## config.mk

```make
export PLATFORM = sky130hd
export DESIGN_NAME = psum_drain
export DESIGN_NICKNAME = d
export VERILOG_FILES = /design/src/rtl/pe_pkg.sv /design/src/rtl/psum_acc_buf.sv /design/src/rtl/psum_drain.sv
export SDC_FILE = /design/constraint.sdc
export NUM_CORES = 1
export LEC_CHECK = 0
export CAP_MARGIN = 20
export CORE_AREA = 3 3 221 223
export CTS_CLUSTER_DIAMETER = 80
export CTS_CLUSTER_SIZE = 20
export DETAILED_ROUTE_END_ITERATION = 7
export DIE_AREA = 0 0 224 226
export PLACE_DENSITY_LB_ADDON = 0.12
export SLEW_MARGIN = 30
export SYNTH_ARGS = -nofsm -noshare
export SYNTH_HDL_FRONTEND = slang
export SYNTH_SLANG_ARGS = --single-unit
```

## constraint.sdc

```tcl
create_clock -name clk -period 8.05 [get_ports clk]
set_input_delay 0.805 -clock clk [delete_from_list [all_inputs] [get_ports clk]]
set_output_delay 0.805 -clock clk [all_outputs]
set_load 0.02 [all_outputs]
```

## src/rtl/pe_pkg.sv

```systemverilog
// Shared constants and types for the PE column collector.
//   DW    : psum width (matches PE opsum)
//   PMAX  : accumulator depth, largest legal burst length P
//   PW/QW : widths of the P and npass fields
package pe_pkg;

   localparam int unsigned DW   = 16;
   localparam int unsigned PMAX = 24;
   localparam int unsigned PW   = 5;
   localparam int unsigned QW   = 4;

   typedef enum logic [1:0] {
      IDLE    = 2'd0,
      DELAY   = 2'd1,
      CAPTURE = 2'd2,
      DRAIN   = 2'd3
   } drain_state_t;

endpackage

```

## src/rtl/psum_acc_buf.sv

```systemverilog
// Psum accumulator register file: one synchronous write port, one
// combinational read port so a read-modify-write fits in one cycle.
//   clk          : clock
//   we/waddr/wdata : write port
//   raddr/rdata  : read port; out-of-range addresses read as zero
module psum_acc_buf #(
   parameter int unsigned DW    = 16,
   parameter int unsigned DEPTH = 24,
   parameter int unsigned AW    = 5
) (
   input  logic          clk,
   input  logic          we,
   input  logic [AW-1:0] waddr,
   input  logic [DW-1:0] wdata,
   input  logic [AW-1:0] raddr,
   output logic [DW-1:0] rdata
);

   logic [DW-1:0] mem [DEPTH];

   // Contents need no reset: the first pass overwrites every used entry.
   always_ff @(posedge clk) begin
      if (we && (32'(waddr) < DEPTH)) begin
         mem[waddr] <= wdata;
      end
   end

   always_comb begin
      rdata = '0;
      if (32'(raddr) < DEPTH) begin
         rdata = mem[raddr];
      end
   end

endmodule

```

## src/rtl/psum_drain.sv

```systemverilog
// Downstream collector for one PE column. Detects a rising edge of the
// top PE's complete, captures a P-word opsum burst CAP_DLY cycles later,
// accumulates npass bursts, then streams the sums out over valid/ready.
//   clk, rst_n (sync, active-low), flush (sync abort/clear)
//   P, npass            : burst length and pass count
//   complete, opsum     : level and data stream from the top PE
//   out_data/out_idx/out_valid/out_ready : drain handshake
//   busy, done, err     : status (done is a 1-cycle pulse, err sticky)
module psum_drain #(
   parameter int unsigned DW      = pe_pkg::DW,
   parameter int unsigned PMAX    = pe_pkg::PMAX,
   parameter int unsigned CAP_DLY = 2
) (
   input  logic                  clk,
   input  logic                  rst_n,
   input  logic [pe_pkg::PW-1:0] P,
   input  logic [pe_pkg::QW-1:0] npass,
   input  logic                  complete,
   input  logic [DW-1:0]         opsum,
   input  logic                  flush,
   output logic [DW-1:0]         out_data,
   output logic [pe_pkg::PW-1:0] out_idx,
   output logic                  out_valid,
   input  logic                  out_ready,
   output logic                  busy,
   output logic                  done,
   output logic                  err
);
   import pe_pkg::*;

   localparam int unsigned DLY_W = (CAP_DLY > 1) ? $clog2(CAP_DLY) : 1;
   localparam int unsigned QW1   = QW + 1;

   drain_state_t   state;
   logic           cmp_q;
   logic           low_seen;
   logic [PW-1:0]  p_l;
   logic [PW-1:0]  idx;
   logic [QW-1:0]  pass_cnt;
   logic [DLY_W-1:0] dly_cnt;
   logic [DW-1:0]  head_q;

   logic           edge_c;
   logic           p_ok_c;
   logic           last_c;
   logic           final_c;
   logic           hs_c;
   logic [QW-1:0]  npass_eff_c;
   logic [PW-1:0]  rd_addr_c;
   logic [DW-1:0]  rd_data_c;
   logic [DW-1:0]  wr_data_c;

   // A level still high across reset must not look like a new burst, so a
   // rise only counts once complete has been seen low since reset.
   assign edge_c      = complete & ~cmp_q & low_seen;
   assign p_ok_c      = (P != '0) && (32'(P) <= PMAX);
   assign last_c      = (idx == p_l - PW'(1));
   assign hs_c        = out_valid & out_ready;
   assign npass_eff_c = (npass == '0) ? QW'(1) : npass;
   assign final_c     = ((QW1'(pass_cnt) + QW1'(1)) == QW1'(npass_eff_c));

   // Capture reads the entry being updated; drain prefetches the next word.
   assign rd_addr_c = (state == DRAIN) ? idx + PW'(1) : idx;
   assign wr_data_c = (pass_cnt == '0) ? opsum : DW'(rd_data_c + opsum);

   psum_acc_buf #(
      .DW    (DW),
      .DEPTH (PMAX),
      .AW    (PW)
   ) u_buf (
      .clk   (clk),
      .we    (state == CAPTURE),
      .waddr (idx),
      .wdata (wr_data_c),
      .raddr (rd_addr_c),
      .rdata (rd_data_c)
   );

   // Control FSM, counters, edge detect and registered outputs.
   always_ff @(posedge clk) begin
      if (!rst_n) begin
         state     <= IDLE;
         cmp_q     <= 1'b0;
         low_seen  <= ~complete;
         p_l       <= '0;
         idx       <= '0;
         pass_cnt  <= '0;
         dly_cnt   <= '0;
         head_q    <= '0;
         out_data  <= '0;
         out_idx   <= '0;
         out_valid <= 1'b0;
         busy      <= 1'b0;
         done      <= 1'b0;
         err       <= 1'b0;
      end else if (flush) begin
         state     <= IDLE;
         cmp_q     <= complete;
         low_seen  <= low_seen | ~complete;
         idx       <= '0;
         pass_cnt  <= '0;
         out_valid <= 1'b0;
         busy      <= 1'b0;
         done      <= 1'b0;
         err       <= 1'b0;
      end else begin
         cmp_q    <= complete;
         low_seen <= low_seen | ~complete;
         done     <= 1'b0;
         if (edge_c && (state != IDLE)) begin
            err <= 1'b1;
         end
         case (state)
            IDLE: begin
               if (edge_c) begin
                  if (p_ok_c) begin
                     if (pass_cnt == '0) begin
                        p_l <= P;
                     end
                     busy <= 1'b1;
                     idx  <= '0;
                     // A one-cycle delay leaves no room for DELAY at all.
                     if (CAP_DLY == 1) begin
                        state <= CAPTURE;
                     end else begin
                        state   <= DELAY;
                        dly_cnt <= DLY_W'(CAP_DLY - 1);
                     end
                  end else begin
                     err <= 1'b1;
                  end
               end
            end
            DELAY: begin
               dly_cnt <= dly_cnt - DLY_W'(1);
               if (dly_cnt == DLY_W'(1)) begin
                  state <= CAPTURE;
                  idx   <= '0;
               end
            end
            CAPTURE: begin
               idx <= idx + PW'(1);
               // Word 0 is kept aside so the drain can start without a
               // second read port while the last entry is being written.
               if (idx == '0) begin
                  head_q <= wr_data_c;
               end
               if (last_c) begin
                  pass_cnt <= pass_cnt + QW'(1);
                  idx      <= '0;
                  if (final_c) begin
                     state     <= DRAIN;
                     out_valid <= 1'b1;
                     out_idx   <= '0;
                     out_data  <= (idx == '0) ? wr_data_c : head_q;
                  end else begin
                     state <= IDLE;
                  end
               end
            end
            DRAIN: begin
               if (hs_c) begin
                  if (last_c) begin
                     state     <= IDLE;
                     idx       <= '0;
                     pass_cnt  <= '0;
                     out_valid <= 1'b0;
                     busy      <= 1'b0;
                     done      <= 1'b1;
                  end else begin
                     idx      <= idx + PW'(1);
                     out_idx  <= idx + PW'(1);
                     out_data <= rd_data_c;
                  end
               end
            end
            default: state <= IDLE;
         endcase
      end
   end

endmodule

```

==> metrics.txt, run 1 <==
# TYPE chip_impl_metric gauge
chip_impl_info{name="outcome",value="completed"} 1
chip_impl_info{name="grt_setup_unrepaired",value="no"} 1
chip_impl_metric{name="cts-resized-gates",unit=""} 0
chip_impl_metric{name="grt-ovfl-total",unit=""} 0
chip_impl_metric{name="initial_cell_density_of_the_core",unit="%"} 40.1
chip_impl_metric{name="worst_slew_margin_rel",unit="%"} 42.9
chip_impl_metric{name="n_antenna_cell",unit=""} 0
chip_impl_metric{name="cts_max_path_buffers",unit=""} 3
chip_impl_metric{name="finalHoldViolations",unit=""} 0
chip_impl_metric{name="drc_violation_count_after_routing",unit=""} 0
chip_impl_metric{name="ffs_w_async_s_r_synth",unit="%"} 0
chip_impl_metric{name="fin_hold_ws",unit="ns"} 0.459
chip_impl_metric{name="finalCritPeriodShare",unit="%"} 82.3
chip_impl_info{name="class_of_the_tightest_hold_or_removal_check",value="flip-flop to flip-flop"} 1
chip_impl_metric{name="vias_per_cell",unit=""} 5.52
chip_impl_info{name="synth_ff_type",value="sky130_fd_sc_hd__edfxtp_1"} 1
chip_impl_metric{name="port_buffers",unit=""} 54
chip_impl_info{name="worst-setup-path-type",value="flip-flop to flip-flop"} 1
chip_impl_metric{name="cts-buffers-inserted",unit=""} 26
chip_impl_metric{name="finalMaxSlewViolations",unit=""} 0
chip_impl_metric{name="cts.clk_slew.worst_paths",unit="ns"} 0.08
chip_impl_metric{name="drtPass1Iterations",unit=""} 5
chip_impl_metric{name="postSynthNetCount",unit=""} 1209
chip_impl_metric{name="ir_worst_vdd",unit="uV"} 156
chip_impl_metric{name="placement_rows",unit=""} 79
chip_impl_metric{name="design.core.area",unit="sq um"} 46800
chip_impl_metric{name="dr_total_vias",unit=""} 10242
chip_impl_metric{name="ios",unit=""} 55
chip_impl_metric{name="post-cts-setup-buffers",unit=""} 0
chip_impl_metric{name="share_of_cells_above_drive_strength_1",unit="%"} 18.0
chip_impl_metric{name="instance_area_after_placement",unit="sq um"} 20400
chip_impl_info{name="cts.root.buffer_cell",value="sky130_fd_sc_hd__clkbuf_16"} 1
chip_impl_metric{name="drv_cap",unit=""} 0
chip_impl_metric{name="insertion_delay",unit="ns"} 0.58
chip_impl_metric{name="die_h",unit="microns"} 226
chip_impl_metric{name="dpl.hpwl",unit="microns"} 28500
chip_impl_metric{name="track_usage",unit="%"} 18.4
chip_impl_metric{name="grt_max_degree",unit=""} 48
chip_impl_metric{name="layout_overhead_on_the_synthesized_area",unit="%"} 12.6
chip_impl_metric{name="ys_types",unit=""} 60
chip_impl_info{name="crit_path_start_kind",value="flip-flop"} 1
chip_impl_metric{name="grt_pass1_vias",unit=""} 10339
chip_impl_metric{name="max_freq",unit="MHz"} 151
chip_impl_metric{name="crit_arrival",unit="ns"} 6.89
chip_impl_metric{name="timing.clock.skew",unit="ns"} 0.0139
chip_impl_metric{name="worst_slack_at_placement",unit="ns"} 1.29
chip_impl_metric{name="detailedRoute.firstIterationViolations",unit=""} 957
chip_impl_metric{name="crit_fanout",unit=""} 47
chip_impl_metric{name="synth_warnings",unit=""} 0
chip_impl_metric{name="finish.instance_area",unit="sq um"} 21100
chip_impl_metric{name="cp_data_required_time",unit="ns"} 8.32
chip_impl_metric{name="routed_wirelength",unit="microns"} 46300
chip_impl_metric{name="clock_tree.htree_level_count",unit=""} 1
chip_impl_info{name="end_kind",value="flip-flop"} 1
chip_impl_metric{name="post_layout_nets",unit=""} 1282
chip_impl_metric{name="hold_buffers_post_cts",unit=""} 0
chip_impl_metric{name="average_detailed_routed_wire_length_per_instance",unit="microns"} 25.0
chip_impl_metric{name="setup_slack",unit="ns"} 1.43
chip_impl_metric{name="power_density",unit="nW/um^2"} 188
chip_impl_metric{name="synth_edf_count",unit=""} 384
chip_impl_metric{name="netlist_area",unit="sq um"} 18800
chip_impl_metric{name="antenna_violating_nets_post_route",unit=""} 0
chip_impl_metric{name="postSynthRegisterBits",unit=""} 444
chip_impl_metric{name="synth_sequential_area_ratio",unit="%"} 67.9
chip_impl_metric{name="place_congestion",unit=""} 0.803
chip_impl_metric{name="antenna_found_initial",unit=""} 0
chip_impl_metric{name="setup-tns-final",unit="ns"} 0
chip_impl_metric{name="synth.avg_cell_area",unit="sq um"} 16.2
chip_impl_metric{name="synthCells",unit=""} 1155
chip_impl_metric{name="period_minus_slack",unit="ns"} 6.62
chip_impl_metric{name="num-fill-cells",unit=""} 4083
chip_impl_metric{name="power",unit="uW"} 3970
chip_impl_info{name="cts_tree",value="yes"} 1
chip_impl_metric{name="tightestPinTransition",unit="ns"} 0.856
chip_impl_metric{name="timing.final.setup_violations",unit=""} 0
chip_impl_metric{name="dieArea",unit="sq um"} 50600
chip_impl_metric{name="cellLeakagePower",unit="uW"} 0.00723
chip_impl_metric{name="die_x",unit="microns"} 224
chip_impl_metric{name="clock_sinks",unit=""} 444
chip_impl_metric{name="first_pass_grt_wire_length",unit="microns"} 69200
-- worst max-delay path, stage by stage (launching register included) --
cell                       delay (ns)
sky130_fd_sc_hd__dfxtp_1         0.64
sky130_fd_sc_hd__nand2_1         0.54
sky130_fd_sc_hd__inv_1           0.28
sky130_fd_sc_hd__ha_4            0.51
sky130_fd_sc_hd__buf_12          0.41
sky130_fd_sc_hd__buf_4           0.38
sky130_fd_sc_hd__mux4_2          0.55
sky130_fd_sc_hd__mux2i_1         0.15
sky130_fd_sc_hd__nor2_1          0.06
sky130_fd_sc_hd__a21oi_1         0.25
sky130_fd_sc_hd__inv_1           0.10
sky130_fd_sc_hd__ha_1            0.30
sky130_fd_sc_hd__a211o_1         0.29
sky130_fd_sc_hd__o211ai_1        0.17
sky130_fd_sc_hd__a21oi_1         0.16
sky130_fd_sc_hd__a311o_1         0.36
sky130_fd_sc_hd__a21oi_1         0.18
sky130_fd_sc_hd__xnor2_1         0.13
sky130_fd_sc_hd__mux2i_1         0.15
sky130_fd_sc_hd__inv_1           0.61
-- state kept, by name, indices dropped and copies added (netlist names), 2 cells and up --
signal     flops
pass_cnt       4
out_idx        5
head_q        16
idx            5
state          2
out_data      16
p_l            5
u_buf.mem    384
-- kinds of logic after synthesis --
| logic type | share of synthesized area [%] |
|---|---|
| multiplexers | 15.2 |
| adder cells (fa/ha/maj) | 1.64 |
| AO/OA/AOI/OAI | 6.06 |
| AND/OR/NAND/NOR | 6.14 |
| flip-flops | 67.9 |
| XOR/XNOR | 1.13 |
| buffers and inverters | 2.01 |
-- layout by cell type (no fill, tap or decap), types with 19 or more instances in the layout --
| cell type | count |
|---|---|
| sky130_fd_sc_hd__mux2i_1 | 41 |
| sky130_fd_sc_hd__clkbuf_16 | 26 |
| sky130_fd_sc_hd__clkdlybuf4s50_1 | 54 |
| sky130_fd_sc_hd__nand2_1 | 93 |
| sky130_fd_sc_hd__inv_1 | 23 |
| sky130_fd_sc_hd__a21oi_1 | 54 |
| sky130_fd_sc_hd__dfxtp_1 | 60 |
| sky130_fd_sc_hd__ha_1 | 22 |
| sky130_fd_sc_hd__buf_4 | 48 |
| sky130_fd_sc_hd__clkbuf_1 | 19 |
| sky130_fd_sc_hd__mux4_2 | 106 |
| sky130_fd_sc_hd__edfxtp_1 | 384 |
| sky130_fd_sc_hd__o21ai_0 | 48 |
| sky130_fd_sc_hd__nor2_1 | 55 |
-- final cells by class --
cell class / count / area [sq um] / area share (%)
repair buffers: 107 / 1000 / 4.75
clock inverters: 3 / 36.3 / 0.172
inverters: 23 / 86.3 / 0.409
clock buffers: 45 / 722 / 3.42
multi-input cells: 626 / 5780 / 27.4
flip-flops and latches: 444 / 12700 / 60.3
well taps: 607 / 759 / 3.60
-- cells in the mapped netlist, types with 13 or more instances --
cell type / instances / area share [%]
sky130_fd_sc_hd__a21oi_1: 55 / 1.5
sky130_fd_sc_hd__edfxtp_1: 384 / 61
sky130_fd_sc_hd__dfxtp_1: 60 / 6.4
sky130_fd_sc_hd__nand2_1: 93 / 1.9
sky130_fd_sc_hd__mux4_2: 106 / 13
sky130_fd_sc_hd__clkbuf_1: 29 / 0.58
sky130_fd_sc_hd__mux2i_1: 41 / 2.2
sky130_fd_sc_hd__o21ai_0: 54 / 1.4
sky130_fd_sc_hd__nor2_1: 72 / 1.4
sky130_fd_sc_hd__inv_1: 23 / 0.46
sky130_fd_sc_hd__nand3_1: 13 / 0.35
sky130_fd_sc_hd__ha_1: 23 / 1.5
sky130_fd_sc_hd__xnor2_1: 13 / 0.61
sky130_fd_sc_hd__buf_2: 20 / 0.53
-- report_power, final --
group          leakage, uW  switching (uW)  total (uW)  internal, uW
sequential         0.00393            2.85        2500          2490
combinational      0.00294            75.2         117          42.1
clock             0.000360             741        1360           619
-- per-layer routing --
layer / up-vias / track usage, % / wire [microns]
li1: 4664 / - / -
met1: 5322 / 27.5 / 22000
met2: 227 / 29.5 / 21700
met3: 29 / 2.52 / 2160
met4: 0 / 3.10 / 545
met5: - / 0 / 0
-- path summary, 6_finish.rpt --
check                        startpoint                          to  slack (ns)  depth (start not counted)
setup / recovery  state[0]$_SDFFE_PP0P_  u_buf.mem[4][13]$_DFFE_PP_        1.43                         19
hold / removal         low_seen$_DFF_P_            low_seen$_DFF_P_        0.46                          2
setup reg to reg  state[0]$_SDFFE_PP0P_  u_buf.mem[4][13]$_DFFE_PP_        1.43                         19
hold reg to reg        low_seen$_DFF_P_            low_seen$_DFF_P_        0.46                          2
-- through the flow --
stage / instances / utilization, %
after global routing: 1855 / 45.2
after CTS: 1855 / 45.1
after detailed placement: 1807 / 43.5
after floorplan: 1155 / -
final: 1855 / 45.2
after global placement: 1805 / 43.4
Note: power is estimated with default switching activity, not from simulation.
==> inputs of run 2 (changes only) <==
Clock period 8.05 ns to 5.8 ns, I/O delays scaled along.
==> run 2 against run 1 <==
  * First-iteration DRC count down 13%
  * Worst hold slack gained 0.0020 ns
  * Highest routed layer unchanged
  * Global-route usage grew 0.37 points
  * Utilization grew 1.1 points
  * Largest cell class unchanged
  * Critical path type unchanged
  * Combinational power is 54% higher
  * Clock skew grew 0.011 ns
==> metrics.txt, run 2 (synthesized netlist as in run 1, its figures left out) <==
# TYPE chip_impl_metric gauge
chip_impl_info{name="worst-setup-path-type",value="flip-flop to flip-flop"} 1
chip_impl_metric{name="finalCritPeriodShare",unit="%"} 94.0
chip_impl_metric{name="drtPass1Iterations",unit=""} 5
chip_impl_info{name="reg.largest.list",value="u_buf.mem: 384 flops, head_q: 16 flops, out_data: 16 flops"} 1
chip_impl_metric{name="dieArea",unit="sq um"} 50600
chip_impl_metric{name="power_density",unit="nW/um^2"} 267
chip_impl_metric{name="port_buffers",unit=""} 54
chip_impl_info{name="mostFrequentLayoutCell",value="sky130_fd_sc_hd__edfxtp_1"} 1
chip_impl_metric{name="netSwitchingPower",unit="uW"} 1210
chip_impl_info{name="r2r_start",value="idx[0]$_SDFFE_PP0P_"} 1
chip_impl_metric{name="grt_max_degree",unit=""} 48
chip_impl_metric{name="placement_rows",unit=""} 79
chip_impl_metric{name="worst_hold_path_cells",unit=""} 2
chip_impl_info{name="r2r_end",value="u_buf.mem[17][15]$_DFFE_PP_"} 1
chip_impl_metric{name="dpl.hpwl",unit="microns"} 29100
chip_impl_metric{name="hold_buffers_post_cts",unit=""} 0
chip_impl_info{name="end_kind",value="flip-flop"} 1
chip_impl_metric{name="routed_wirelength",unit="microns"} 48000
chip_impl_metric{name="finalMaxSlewViolations",unit=""} 0
chip_impl_metric{name="grt_pass1_vias",unit=""} 10479
chip_impl_metric{name="die_x",unit="microns"} 224
chip_impl_metric{name="cp_data_required_time",unit="ns"} 6.11
chip_impl_metric{name="initial_cell_density_of_the_core",unit="%"} 40.1
chip_impl_metric{name="insertion_delay",unit="ns"} 0.59
chip_impl_metric{name="ios",unit=""} 55
chip_impl_metric{name="drc_violation_count_after_routing",unit=""} 0
chip_impl_metric{name="final_util",unit="%"} 46.3
chip_impl_metric{name="power",unit="uW"} 5780
chip_impl_metric{name="seq_area",unit="sq um"} 12700
chip_impl_metric{name="num-fill-cells",unit=""} 4097
chip_impl_metric{name="place_congestion",unit=""} 0.884
chip_impl_metric{name="average_detailed_routed_wire_length_per_instance",unit="microns"} 25.5
chip_impl_info{name="outcome",value="completed"} 1
chip_impl_metric{name="tightestPinTransition",unit="ns"} 0.792
chip_impl_metric{name="first_pass_grt_wire_length",unit="microns"} 70200
chip_impl_metric{name="cellLeakagePower",unit="uW"} 0.00749
chip_impl_metric{name="p_int",unit="uW"} 4570
chip_impl_metric{name="p_sw_share",unit="%"} 20.9
chip_impl_metric{name="drv_cap",unit=""} 0
chip_impl_metric{name="p_comb_share",unit="%"} 3.1
chip_impl_metric{name="share_of_cells_above_drive_strength_1",unit="%"} 21.4
chip_impl_metric{name="track_usage",unit="%"} 18.8
chip_impl_info{name="min_delay_worst_endpoint",value="low_seen$_DFF_P_"} 1
chip_impl_info{name="cts_tree",value="yes"} 1
chip_impl_metric{name="largest_reg_flops",unit=""} 384
chip_impl_metric{name="area_occupied_by_multi_input_gates",unit="sq um"} 5830
chip_impl_metric{name="clock_sinks",unit=""} 444
chip_impl_metric{name="grt-ovfl-total",unit=""} 0
chip_impl_metric{name="timing.final.setup_violations",unit=""} 0
chip_impl_info{name="class_of_the_tightest_hold_or_removal_check",value="flip-flop to flip-flop"} 1
chip_impl_metric{name="ir_worst_vdd",unit="uV"} 229
chip_impl_metric{name="worst_slew_margin_rel",unit="%"} 47.1
chip_impl_metric{name="crit_fanout",unit=""} 24
chip_impl_metric{name="dr_total_vias",unit=""} 10503
chip_impl_metric{name="cts.clk_slew.worst_paths",unit="ns"} 0.08
chip_impl_metric{name="n_antenna_cell",unit=""} 0
chip_impl_metric{name="design.core.area",unit="sq um"} 46800
chip_impl_metric{name="max_freq",unit="MHz"} 183
chip_impl_metric{name="pwr-share-clk",unit="%"} 37.0
chip_impl_metric{name="antenna_violating_nets_post_route",unit=""} 0
chip_impl_metric{name="worstRegToRegCells",unit=""} 21
chip_impl_info{name="registers.top_by_ff_count",value="u_buf.mem"} 1
chip_impl_metric{name="seq_power_share",unit="%"} 59.9
chip_impl_metric{name="layout_overhead_on_the_synthesized_area",unit="%"} 15.4
chip_impl_metric{name="setup.reg_to_reg.worst_slack",unit="ns"} 0.35
chip_impl_metric{name="die_h",unit="microns"} 226
chip_impl_metric{name="detailedRoute.firstIterationViolations",unit=""} 836
chip_impl_metric{name="post_layout_nets",unit=""} 1312
chip_impl_info{name="timing.hold.worst.start",value="low_seen$_DFF_P_"} 1
chip_impl_metric{name="vias_per_cell",unit=""} 5.58
chip_impl_metric{name="cts_max_path_buffers",unit=""} 3
chip_impl_info{name="crit_path_start_kind",value="flip-flop"} 1
chip_impl_metric{name="period_minus_slack",unit="ns"} 5.45
chip_impl_info{name="layout.cells.most_common_list",value="sky130_fd_sc_hd__edfxtp_1, sky130_fd_sc_hd__mux4_2, sky130_fd_sc_hd__nand2_1, sky130_fd_sc_hd__buf_4, sky130_fd_sc_hd__dfxtp_1"} 1
chip_impl_metric{name="clock_tree.htree_level_count",unit=""} 1
chip_impl_info{name="cts.root.buffer_cell",value="sky130_fd_sc_hd__clkbuf_16"} 1
chip_impl_metric{name="cts-buffers-inserted",unit=""} 30
chip_impl_metric{name="crit_arrival",unit="ns"} 5.76
chip_impl_metric{name="finalHoldViolations",unit=""} 0
chip_impl_metric{name="antenna_found_initial",unit=""} 2
chip_impl_metric{name="timing.clock.skew",unit="ns"} 0.0251
run 2: cell count changes in the layout (fill, tap and decap cells not counted), sizes merged:
cell | previous run | this run
buf | 53 | 77
bufinv | 0 | 1
clkinvlp | 0 | 3
clkbuf | 45 | 38
clkinv | 2 | 8
run 2: critical path, cell delays in order (launching register included):
cell and delay [ns]:
sky130_fd_sc_hd__dfxtp_1 0.41, sky130_fd_sc_hd__inv_1 0.15, sky130_fd_sc_hd__ha_1 0.33, sky130_fd_sc_hd__and3_1 0.23, sky130_fd_sc_hd__a21oi_4 0.20, sky130_fd_sc_hd__buf_12 0.20
sky130_fd_sc_hd__buf_12 0.17, sky130_fd_sc_hd__mux4_2 0.32, sky130_fd_sc_hd__mux4_2 0.52, sky130_fd_sc_hd__nand2_1 0.10, sky130_fd_sc_hd__o21ai_0 0.19, sky130_fd_sc_hd__ha_1 0.30
sky130_fd_sc_hd__a211o_1 0.29, sky130_fd_sc_hd__o211ai_1 0.19, sky130_fd_sc_hd__a21oi_1 0.17, sky130_fd_sc_hd__a311o_1 0.36, sky130_fd_sc_hd__nor4_1 0.19, sky130_fd_sc_hd__nor2_1 0.12
sky130_fd_sc_hd__nor3_2 0.26, sky130_fd_sc_hd__nor3_4 0.09, sky130_fd_sc_hd__xor2_4 0.17, sky130_fd_sc_hd__buf_6 0.18
run 2: per-stage QoR:
stage	hold WS, ns	TNS (ns)	instances	instance area [sq um]	setup slack [ns]
after floorplan	0.426	0	1155	18800	0.0858
after detailed placement	0.451	0	1826	20600	0.191
after global routing	0.495	-0.0901	1882	21700	-0.0162
after global placement	0.440	0	1826	20600	0.282
final	0.461	0	1882	21700	0.345
after CTS	0.466	0	1875	21500	0.139
run 2: timing repair:
| item | CTS | global route |
|---|---|---|
| setup buffers | 0 | 5 |
| endpoints found under the setup margin | 0 | 76 |
| resized for setup | 0 | 10 |
run 2: worst max-delay path by stage:
stage / from / to / cells past startpoint
5_1_grt: idx[0]$_SDFFE_PP0P_ / u_buf.mem[17][15]$_DFFE_PP_ / 21
2_1_floorplan: state[0]$_SDFFE_PP0P_ / head_q[15]$_SDFFE_PN0P_ / 24
6_report: idx[0]$_SDFFE_PP0P_ / u_buf.mem[17][15]$_DFFE_PP_ / 21
3_5_place_dp: idx[0]$_SDFFE_PP0P_ / out_data[14]$_SDFFE_PN0P_ / 21
4_1_cts: idx[0]$_SDFFE_PP0P_ / out_data[14]$_SDFFE_PN0P_ / 23
3_3_place_gp: idx[0]$_SDFFE_PP0P_ / u_buf.mem[1][13]$_DFFE_PP_ / 15
run 2: area by class of cell:
class | count | share of cell area, %
Sequential cell | 444 | 58.8
Multi-Input combinational cell | 626 | 26.9
Timing Repair Buffer | 132 | 5.95
Clock buffer | 37 | 3.69
Tap cell | 607 | 3.51
Clock inverter | 12 | 0.676
Inverter | 23 | 0.416
Timing Repair inverter | 1 | 0.0347
run 2: power groups by stage:
stage	combinational (uW)	clock (uW)	sequential, uW
after global placement	172	0	3540
final	180	2140	3460
after global routing	198	2320	3470
after CTS	174	2210	3460
after floorplan	93.6	0	3540
after detailed placement	173	0	3540
run 2: metal layers:
layer	global-route usage, %	vias to the layer above	routed length, microns
met2	31.4	269	23200
li1	-	4706	-
met5	0	-	0
met3	2.55	53	2380
met4	3.30	0	800
met1	27.0	5475	21600
